### src/rtl/ctr.sv
// Main control unit for the single-cycle MIPS CPU.
// Decodes the 6-bit opcode into datapath control signals.
// Every output is registered, so the outputs reflect the opcode seen at the
// most recent rising clock edge. An asynchronous active-low reset returns
// the block to the all-zero NOP word.
module ctr (
  input  logic       clk,
  input  logic       rst_n,
  input  logic [5:0] opCode,
  output logic       regDst,
  output logic       aluSrc,
  output logic       memToReg,
  output logic       regWrite,
  output logic       memRead,
  output logic       memWrite,
  output logic       branch,
  output logic [1:0] aluop,
  output logic       jmp
);

  // Opcodes recognised by this control unit
  localparam logic [5:0] OP_RTYPE = 6'b000000;
  localparam logic [5:0] OP_LW    = 6'b100011;
  localparam logic [5:0] OP_SW    = 6'b101011;
  localparam logic [5:0] OP_BEQ   = 6'b000100;
  localparam logic [5:0] OP_ADDI  = 6'b001000;
  localparam logic [5:0] OP_J     = 6'b000010;

  // ALU-op classes handed to the ALU control block
  localparam logic [1:0] ALUOP_ADD   = 2'b00;
  localparam logic [1:0] ALUOP_SUB   = 2'b01;
  localparam logic [1:0] ALUOP_FUNCT = 2'b10;

  // Next-state values of the control outputs
  logic       regDstNext;
  logic       aluSrcNext;
  logic       memToRegNext;
  logic       regWriteNext;
  logic       memReadNext;
  logic       memWriteNext;
  logic       branchNext;
  logic [1:0] aluopNext;
  logic       jmpNext;

  // Combinational opcode decode; fields that do not matter for an
  // instruction stay at 0 so no write enable is ever raised by accident,
  // and unknown opcodes fall through to the all-zero NOP word.
  always_comb begin
    regDstNext   = 1'b0;
    aluSrcNext   = 1'b0;
    memToRegNext = 1'b0;
    regWriteNext = 1'b0;
    memReadNext  = 1'b0;
    memWriteNext = 1'b0;
    branchNext   = 1'b0;
    aluopNext    = ALUOP_ADD;
    jmpNext      = 1'b0;
    case (opCode)
      OP_RTYPE: begin
        regDstNext   = 1'b1;
        regWriteNext = 1'b1;
        aluopNext    = ALUOP_FUNCT;
      end
      OP_LW: begin
        aluSrcNext   = 1'b1;
        memToRegNext = 1'b1;
        regWriteNext = 1'b1;
        memReadNext  = 1'b1;
      end
      OP_SW: begin
        aluSrcNext   = 1'b1;
        memWriteNext = 1'b1;
      end
      OP_BEQ: begin
        branchNext = 1'b1;
        aluopNext  = ALUOP_SUB;
      end
      OP_ADDI: begin
        aluSrcNext   = 1'b1;
        regWriteNext = 1'b1;
      end
      OP_J: begin
        jmpNext = 1'b1;
      end
      default: begin
        aluopNext = ALUOP_ADD;
      end
    endcase
  end

  // Output register: async clear to NOP, otherwise load the decoded word
  always_ff @(posedge clk or negedge rst_n) begin
    if (!rst_n) begin
      regDst   <= 1'b0;
      aluSrc   <= 1'b0;
      memToReg <= 1'b0;
      regWrite <= 1'b0;
      memRead  <= 1'b0;
      memWrite <= 1'b0;
      branch   <= 1'b0;
      aluop    <= ALUOP_ADD;
      jmp      <= 1'b0;
    end else begin
      regDst   <= regDstNext;
      aluSrc   <= aluSrcNext;
      memToReg <= memToRegNext;
      regWrite <= regWriteNext;
      memRead  <= memReadNext;
      memWrite <= memWriteNext;
      branch   <= branchNext;
      aluop    <= aluopNext;
      jmp      <= jmpNext;
    end
  end

endmodule

### config.mk
export PLATFORM = sky130hd
export DESIGN_NAME = ctr
export DESIGN_NICKNAME = d
export VERILOG_FILES = /design/src/rtl/ctr.sv
export SDC_FILE = /design/constraint.sdc
export NUM_CORES = 1
export LEC_CHECK = 0
export CORE_AREA = 10 10 47 49
export CTS_BUF_LIST = sky130_fd_sc_hd__clkbuf_8
export CTS_CLUSTER_SIZE = 40
export DETAILED_ROUTE_END_ITERATION = 6
export DIE_AREA = 0 0 57 59
export PLACE_DENSITY = 0.6
export RECOVER_POWER = 25
export SYNTH_ARGS = -nofsm -noshare
export SYNTH_HDL_FRONTEND = slang
export SYNTH_SLANG_ARGS = --single-unit
### constraint.sdc
create_clock -name clk -period 0.8 [get_ports clk]
set_clock_uncertainty 0.15 [all_clocks]
set_input_delay 0.24 -clock clk [delete_from_list [all_inputs] [get_ports clk]]
set_output_delay 0.24 -clock clk [all_outputs]
set_load 0.02 [all_outputs]
==> key figures, run 1 <==
Run status
  – Status: finished with violations
  – Failing checks: negative setup slack

Global routing
  – Total Routing Usage GR: 6.40%
  – Congestion Overflow GR: 0
  – First-pass GRT wire length: ~1600 µm
  – Initial antenna violation count: 0
  – Largest net degree at the start of global routing: 9
  – Vias in the first global route: 397

Worst setup path
  – Worst setup EP type: output port
  – Worst path cell trace: buf_6
  – Crit path DAT: 0.76 ns
  – Critical path startpoint: memRead$_DFF_PN0_
  – Crit-path leading delay family: flip-flops
  – WS Path Type: flop to output port
  – Crit start category: flop
  – Slowest stage delay, CP: ~0.4 ns
  – Required @ worst endpoint: 0.41 ns
  – Critical path buffers and inverters: 1
  – Crit Path Max Fanout: 2
  – CP max-delay cell: dfrtp_2

Floorplanning
  – DIE HEIGHT: 59 µm
  – Core area: 1400 µm²
  – FP Rows: 14
  – Die X: 57 µm
  – Die footprint: 3360 µm²
  – Io pins: 18
  – Initial core utilization: around 23%

Power and ir drop
  – Total power: 1.06 mW
  – Power Density: 1460 nW/µm²
  – Maximum vdd drop: about 610 µV
  – LEAKAGE: 0.321 nW

Synthesis
  – Synthesized Nets: 32
  – Synth Instances: 24
  – Synth cell types: 13
  – Mean post-synth cell area: 13.5 µm²
  – Syn Std Cell Area: about 320 µm²
  – Register area share after synthesis: 61.8%
  – Flops & latches, synth: 8
  – Yosys Warn Count: 0

Timing
  – # setup viols final: 17
  – Min cycle time layout: 1.15 ns
  – Worst hold slack: roughly 0.13 ns
  – Slew margin rel.: 87.7%
  – Worst slew pin tran: 0.182 ns
  – Slew Limit Fails: 0
  – Setup_tns: -4.65 ns
  – RSZ-0062 raised after global routing: true
  – Final hold vios: 0
  – Final Worst Setup Slack: -0.350 ns
  – Crit share post-route: 144%
  – Max Freq: 869 MHz

Drt
  – Vias per cell: a little under 5
  – DRC: 0
  – Wire length per cell: about 14 µm
  – Pre-antenna DRT Iters: 1
  – Vias post-DR: 328
  – WL final: 920 µm
  – Post-DRT Antenna Nets: 0
  – Initial DRC count: 0

CTS
  – TritonCTS Buffers: 3
  – TritonCTS clock tree: built
  – CTS root buf: clkbuf_8
  – Sink Count: 8
  – H-tree levels: 1
  – Clock transition at the registers of the reported paths: 0.04 ns
  – Hold-fix buffers, CTS: 0
  – Clk buf depth: 2

Worst hold path
  – Min-delay src: opCode[3]
  – Worst Hold Class: input pin to flop

Finish
  – Number of diodes: 0
  – Share of cells above drive strength 1: 84.6%
  – Post-route cell area: 723 µm²
  – NumNets Final: 62
  – Area Overhead vs Synth: 123%

Place
  – GPL Wtd Cong: 0.703
  – # port buffers: 17
  – Dpl ws: -0.874 ns
  – Placed Area: 589 µm²

Job
  – Max-Cap Viols: 0
## synth_stat cells (all sizes together)
master | n | area (µm²)
nor4 | 1 | 6.26
nor3b | 1 | 7.51
or4 | 1 | 11.3
or3 | 1 | 6.26
dfrtp | 8 | 200
nor3 | 3 | 15.0
nand3 | 1 | 5.00
a211oi | 2 | 20.0
buf | 2 | 15.0
nor4b | 1 | 8.76
nand4b | 1 | 8.76
or4b | 2 | 20.0
## final cells by class
cell class                      count  area (µm²)
Fill cell                         127         678
Tap cell                           16        20.0
Sequential cell                     8         203
Multi-Input combinational cell     14         180
Timing Repair Buffer               27         279
Clock buffer                        3        41.3
## flip-flops by register name, summed over array words and instances, names as in the netlist
name,flops
jmp,1
aluSrc,1
aluop,1
memRead,1
memWrite,1
regDst,1
regWrite,1
branch,1
## per-stage QoR
stage               instances  utilization, %
floorplan                  24               -
global placement           63            42.1
detailed placement         63            42.1
CTS                        67            51.2
global route               68            51.6
finish                     68            51.6
## what timing repair did
action / CTS / global route
endpoints found under the setup margin: 18 / 17
pin swaps: 10 / 9
buffers inserted: 1 / 1
gates resized for setup: 105 / 2
## final timing paths
kind / endpoint / cells after the start
hold / removal: jmp$_DFF_PN0_ / 3
min in group asynchronous: regWrite$_DFF_PN0_ / 2
setup / recovery: memToReg / 1
max in group asynchronous: memRead$_DFF_PN0_ / 2
## placed cells by master (no fill, tap or decap), types with 2 or more instances in the layout
cell type | Yosys | routed
buf_6 | 0 | 15
dfrtp_1 | 8 | 6
buf_4 | 2 | 6
nor3_2 | 0 | 3
clkbuf_8 | 0 | 3
buf_8 | 0 | 3
or4b_4 | 0 | 2
a211oi_2 | 1 | 2
dfrtp_2 | 0 | 2
## metal layers
layer  wire (µm)  vias up  global-route usage (%)  part of all wire, %
met3          84        4                    3.22                  9.1
met2         484       24                    11.0                   53
met5           0        -                       0                    0
li1            -      151                       -                    -
met4          36        0                    7.05                  3.9
met1         315      149                    4.85                   34
## kinds of logic after synthesis
logic type | count (synthesis) | synth area share (%)
AO/OA/AOI/OAI | 2 | 6.18
buffers and inverters | 2 | 4.63
flip-flops | 8 | 61.8
AND/OR/NAND/NOR | 12 | 27.4
## report_power, final
part | switching, mW | leakage (nW) | internal, mW
logic | 0.0756 | 0.191 | 0.101
clock network | 0.140 | 0.0216 | 0.324
registers | 0.00264 | 0.108 | 0.412
Note: power is estimated with default switching activity, not from simulation.
==> inputs of run 2 (changes only) <==
--- a/config.mk
+++ b/config.mk
@@ -12,6 +12,8 @@
 export DIE_AREA = 0 0 57 59
 export PLACE_DENSITY = 0.6
 export RECOVER_POWER = 25
+export REMOVE_ABC_BUFFERS = 1
 export SYNTH_ARGS = -nofsm -noshare
 export SYNTH_HDL_FRONTEND = slang
 export SYNTH_SLANG_ARGS = --single-unit
+export TNS_END_PERCENT = 5
==> run 2 against run 1 <==
Against the previous run: first-iteration DRC count unchanged; fmax rose by 0.96%; critical path depth stayed put; final cell count down 2.9%; combinational power decreased by 18%; worst setup slack better by 0.011 ns; global-route usage is essentially flat; clock power hardly changed; wire length increased by 5.5%; the run still ends with negative setup slack left; critical endpoint is now memRead.
==> key figures, run 2 (synthesis gave the netlist of run 1 again) <==
Drt
  – Vias post-DR: 306 (-6.7%)
  – WL final: 971 µm (+5.5%)
  – Vias per cell: 4.64 (-3.9%)
  – Pre-antenna DRT Iters: 1 (unchanged)
  – DRC: 0 (unchanged)
  – Post-DRT Antenna Nets: 0 (unchanged)
  – Wire length per cell: 14.7 µm (+8.7%)
  – Initial DRC count: 0 (unchanged)

Floorplanning
  – Die X: 57 µm (unchanged)
  – Io pins: 18 (unchanged)
  – DIE HEIGHT: 59 µm (unchanged)
  – Die footprint: 3360 µm² (unchanged)
  – FP Rows: 14 (unchanged)
  – Initial core utilization: 23.1% (unchanged)
  – Core area: 1400 µm² (unchanged)

Global routing
  – First-pass GRT wire length: 1640 µm (-0.85%)
  – Vias in the first global route: 343 (-14%)
  – Congestion Overflow GR: 0 (unchanged)
  – Initial antenna violation count: 0 (unchanged)
  – Largest net degree at the start of global routing: 9 (unchanged)
  – Total Routing Usage GR: 6.41% (+0.011 points)

Timing
  – Setup_tns: -4.56 ns (+0.0878 ns)
  – Worst slew pin tran: 0.191 ns (+0.00816 ns)
  – Final Worst Setup Slack: -0.339 ns (+0.0109 ns)
  – # setup viols final: 18 (+1)
  – RSZ-0062 raised after global routing: true
  – Crit share post-route: 142% (-1.4 points)
  – Max Freq: 878 MHz (+0.96%)
  – Slew Limit Fails: 0 (unchanged)
  – Slew margin rel.: 87.2% (-0.55 points)
  – Min cycle time layout: 1.14 ns (-0.0109 ns)
  – Final hold vios: 0 (unchanged)

Worst setup path
  – Critical path startpoint: memRead$_DFF_PN0_
  – Crit-path leading delay family: flip-flops
  – Worst setup EP type: output port
  – Required @ worst endpoint: 0.41 ns (about the same)
  – Worst path cell trace: buf_2
  – Crit Path Max Fanout: 2 (unchanged)
  – CP max-delay cell: dfrtp_1
  – Crit path DAT: 0.75 ns (about the same)
  – Critical path buffers and inverters: 1 (unchanged)
  – Crit start category: flop
  – WS Path Type: flop to output port
  – Slowest stage delay, CP: 0.36 ns (-0.04 ns)

Finish
  – NumNets Final: 60 (-3.2%)
  – Most common cell after layout, fill and taps aside: buf_2
  – Most frequent cells in the layout: buf_2, dfrtp_1, buf_6
  – Core Util, Final: 44.2% (-7.4 points)
  – Share of cells above drive strength 1: 78.0% (-6.6 points)
  – Fill count: 141 (+11%)
  – Number of diodes: 0 (unchanged)
  – Area of the multi-input gates: 164 µm² (-9.0%)
  – Area Overhead vs Synth: 91.1%
  – Sequential Area: 200 µm² (-1.2%)

CTS
  – Clock transition at the registers of the reported paths: 0.04 ns (about the same)
  – Sink Count: 8 (unchanged)
  – TritonCTS Buffers: 3 (unchanged)
  – TritonCTS clock tree: built
  – Clk buf depth: 2 (unchanged)
  – Post-CTS Setup Bufs: 0 (-1)
  – Hold-fix buffers, CTS: 0 (unchanged)
  – H-tree levels: 1 (unchanged)
  – CTS root buf: clkbuf_8

Power and ir drop
  – Power Density: 1660 nW/µm² (+13%)
  – Maximum vdd drop: 553 µV (-9.0%)
  – LEAKAGE: 0.296 nW (-7.8%)

Run status
  – Failing checks: negative setup slack
  – Status: finished with violations

Place
  – GPL Wtd Cong: 0.684 (-2.6%)
  – Dpl ws: -0.899 ns (-0.0259 ns)
  – # port buffers: 17 (unchanged)

Worst hold path
  – Min-delay src: opCode[3]
  – Worst Hold Class: input pin to flop

Job
  – Max-Cap Viols: 0 (unchanged)
run 2: cell count changes in the layout (fill, tap and decap cells not counted):
cell,before,now
buf_2,1,9
buf_6,15,7
buf_8,3,0
dfrtp_1,6,8
dfrtp_2,2,0
clkdlybuf4s15_1,0,1
nand3_2,0,1
nand3_4,1,0
nor4b_2,0,1
nor4b_4,1,0
run 2: tightest hold or removal path: cells and delay by family:
kind,cells,cell delay [ns]
buffers and inverters,1,0.08
and+or+nand+nor,2,0.14
run 2: where the power goes:
group,switching (mW),internal [mW]
sequential,0.00137,0.412
combinational,0.0685,0.0775
clock,0.142,0.324
total,0.212,0.814
run 2: per-stage QoR:
stage	hold WS (ns)	total power [mW]	cell area, µm²	instances
after floorplan	-0.206	0.443	309	22
after global placement	0.420	0.557	572	63
after detailed placement	0.418	0.558	572	63
after CTS	0.128	1.05	624	66
after global routing	0.119	1.07	619	66
final	0.124	1.03	619	66
run 2: worst paths after layout:
kind	endpoint	slack [ns]	cells after the start
worst max-delay path	memRead	-0.34	1
min in group asynchronous	regWrite$_DFF_PN0_	0.24	2
worst min-delay path	jmp$_DFF_PN0_	0.12	3
max in group asynchronous	aluop[1]$_DFF_PN0_	0.09	2
run 2: timing repair:
| action | in CTS | in global routing |
|---|---|---|
| pin swaps | 7 | 2 |
| endpoints found under the setup margin | 18 | 18 |
| gates resized for setup | 80 | 3 |
run 2: routing by layer:
layer	GRT usage [%]	vias up	share of wire, %
met5	0	-	0
met4	5.03	0	0.51
met3	4.08	2	13
met2	8.84	24	41
met1	6.82	133	45
li1	-	147	-
run 2: layout make-up:
cell class,instances,share of cell area [%]
well taps,16,3.23
clock buffers,3,6.67
flip-flops and latches,8,32.3
multi-input cells,14,26.5
repair buffers,25,31.3
==> inputs of run 3 (changes only) <==
--- a/config.mk
+++ b/config.mk
@@ -5,11 +5,11 @@
 export SDC_FILE = /design/constraint.sdc
 export NUM_CORES = 1
 export LEC_CHECK = 0
-export CORE_AREA = 10 10 47 49
+export CORE_AREA = 2 2 39 41
 export CTS_BUF_LIST = sky130_fd_sc_hd__clkbuf_8
 export CTS_CLUSTER_SIZE = 40
 export DETAILED_ROUTE_END_ITERATION = 6
-export DIE_AREA = 0 0 57 59
+export DIE_AREA = 0 0 41 43
 export PLACE_DENSITY = 0.6
 export RECOVER_POWER = 25
 export REMOVE_ABC_BUFFERS = 1
==> run 3 against run 2 <==
Against the previous run: the flow still finishes with violations (negative setup slack); cell area decreased by 2.0%; flip-flop and latch count unchanged; first-iteration DRC count increased by 1; count of clock-buffer cells in the layout unchanged; wire length decreased by 21%; power decreased by 1.2%; non-clock buffer count decreased by 1; worst setup slack got worse by 0.0011 ns; worst hold slack got worse by 0.0035 ns; clock power decreased by 1%; critical path type unchanged; highest routed layer unchanged.
==> key figures, run 3 (synthesis gave the netlist of run 1 again) <==
Floorplanning
  – Initial core utilization: 23.4% (+0.29 points)
  – FP Rows: 14 (unchanged)
  – Die X: 41 µm (-28%)
  – Die footprint: 1760 µm² (-48%)
  – Core area: 1380 µm² (-1.2%)
  – DIE HEIGHT: 43 µm (-27%)
  – Io pins: 18 (unchanged)

Timing
  – Final hold vios: 0 (unchanged)
  – Slew Limit Fails: 0 (unchanged)
  – RSZ-0062 raised after global routing: true
  – # setup viols final: 16 (-2)
  – Slew margin rel.: 88.0% (+0.83 points)
  – Crit share post-route: 143% (+0.14 points)
  – Min cycle time layout: 1.14 ns (+0.00115 ns)
  – Worst slew pin tran: 0.178 ns (-0.0124 ns)
  – Setup_tns: -4.45 ns (+0.111 ns)
  – Final Worst Setup Slack: -0.341 ns (-0.00115 ns)
  – Max Freq: 877 MHz (-0.10%)

Worst setup path
  – WS Path Type: flop to output port
  – Crit start category: flop
  – Worst setup EP type: output port
  – Crit Path Max Fanout: 2 (unchanged)
  – Required @ worst endpoint: 0.41 ns (about the same)
  – Crit path DAT: 0.75 ns (about the same)
  – Worst path cell trace: buf_2
  – Crit-path leading delay family: flip-flops
  – Slowest stage delay, CP: 0.37 ns (about the same)
  – CP max-delay cell: dfrtp_1
  – Critical path buffers and inverters: 1 (unchanged)

Drt
  – Vias post-DR: 300 (-2.0%)
  – Initial DRC count: 1 (+1)
  – DRC: 0 (unchanged)
  – WL final: 766 µm (-21%)
  – Post-DRT Antenna Nets: 0 (unchanged)
  – Vias per cell: 4.62 (-0.45%)
  – Pre-antenna DRT Iters: 2 (+1)
  – Wire length per cell: 11.8 µm (-20%)

CTS
  – TritonCTS clock tree: built
  – Sink Count: 8 (unchanged)
  – TritonCTS Buffers: 3 (unchanged)
  – CTS root buf: clkbuf_8
  – H-tree levels: 1 (unchanged)
  – Clk buf depth: 2 (unchanged)
  – Clock transition at the registers of the reported paths: 0.04 ns (about the same)
  – Post-CTS Setup Bufs: 0 (unchanged)

Finish
  – Most frequent cells in the layout: buf_2, dfrtp_1, buf_6, buf_4
  – Area Overhead vs Synth: 87.3%
  – Number of diodes: 0 (unchanged)
  – Fill count: 138 (-2.1%)
  – Finished Layout Cells: 65 (-1.5%)
  – Core Util, Final: 43.9% (-0.34 points)
  – Share of cells above drive strength 1: 79.6% (+1.6 points)
  – NumNets Final: 59 (-1.7%)
  – Most common cell after layout, fill and taps aside: buf_2

Power and ir drop
  – LEAKAGE: 0.290 nW (-1.8%)
  – Total power: 1.01 mW (-1.2%)
  – Power Density: 1670 nW/µm² (+0.87%)
  – Maximum vdd drop: 615 µV (+11%)

Run status
  – Failing checks: negative setup slack
  – Status: finished with violations

Place
  – GPL Wtd Cong: 0.759 (+11%)
  – Dpl cells: 62 (-1.6%)
  – Post-DP HPWL: 560 µm
  – # port buffers: 17 (unchanged)

Global routing
  – Initial antenna violation count: 0 (unchanged)
  – First-pass GRT wire length: 1220 µm (-25%)
  – Congestion Overflow GR: 0 (unchanged)
  – Total Routing Usage GR: 11.0% (+4.6 points)
  – Vias in the first global route: 321 (-6.4%)
  – Largest net degree at the start of global routing: 9 (unchanged)

Job
  – Max-Cap Viols: 0 (unchanged)

Worst hold path
  – Worst Hold Class: input pin to flop
-- run 3: area by class of cell --
cell class | count | area (µm²) | area share, %
clock buffers | 3 | 41.3 | 6.80
flip-flops and latches | 8 | 200 | 33.0
well taps | 16 | 20.0 | 3.30
multi-input cells | 14 | 164 | 27.0
repair buffers | 24 | 181 | 29.9
-- run 3: final timing paths --
kind | from | slack (ns) | cells after the start | end
max in group asynchronous | rst_n | 0.10 | 2 | regDst$_DFF_PN0_
setup / recovery | memRead$_DFF_PN0_ | -0.34 | 1 | memRead
hold / removal | opCode[0] | 0.12 | 3 | jmp$_DFF_PN0_
min in group asynchronous | rst_n | 0.24 | 2 | memWrite$_DFF_PN0_
-- run 3: stage by stage --
| step | worst slack (ns) | hold slack [ns] | cell area (µm²) |
|---|---|---|---|
| 3_3_place_gp | -0.888 | 0.379 | 552 |
| 4_1_cts | -0.350 | 0.123 | 586 |
| 2_1_floorplan | -0.407 | -0.206 | 309 |
| 6_report | -0.341 | 0.121 | 607 |
| 3_5_place_dp | -0.900 | 0.374 | 552 |
| 5_1_grt | -0.372 | 0.125 | 607 |
-- run 3: timing repair --
action | CTS | global route
resized for setup | 79 | 6
hold buffers | 0 | 0
endpoints found under the setup margin | 18 | 18
cloned | 0 | 0
pin swaps | 7 | 2
-- run 3: per-layer routing --
layer / global-route usage [%] / part of all wire, % / up-vias / routed length (µm)
met3: 5.24 / 16 / 3 / 120
met5: 0 / 0 / - / 0
met1: 8.33 / 30 / 134 / 229
met2: 19.1 / 51 / 21 / 388
li1: - / - / 142 / -
met4: 8.00 / 3.5 / 0 / 27
-- run 3: where the power goes --
| group | leakage [nW] | switching, mW | internal (mW) |
|---|---|---|---|
| clock | 0.0216 | 0.137 | 0.324 |
| combinational | 0.158 | 0.0654 | 0.0740 |
| sequential | 0.111 | 0.00171 | 0.412 |
| total | 0.290 | 0.204 | 0.810 |
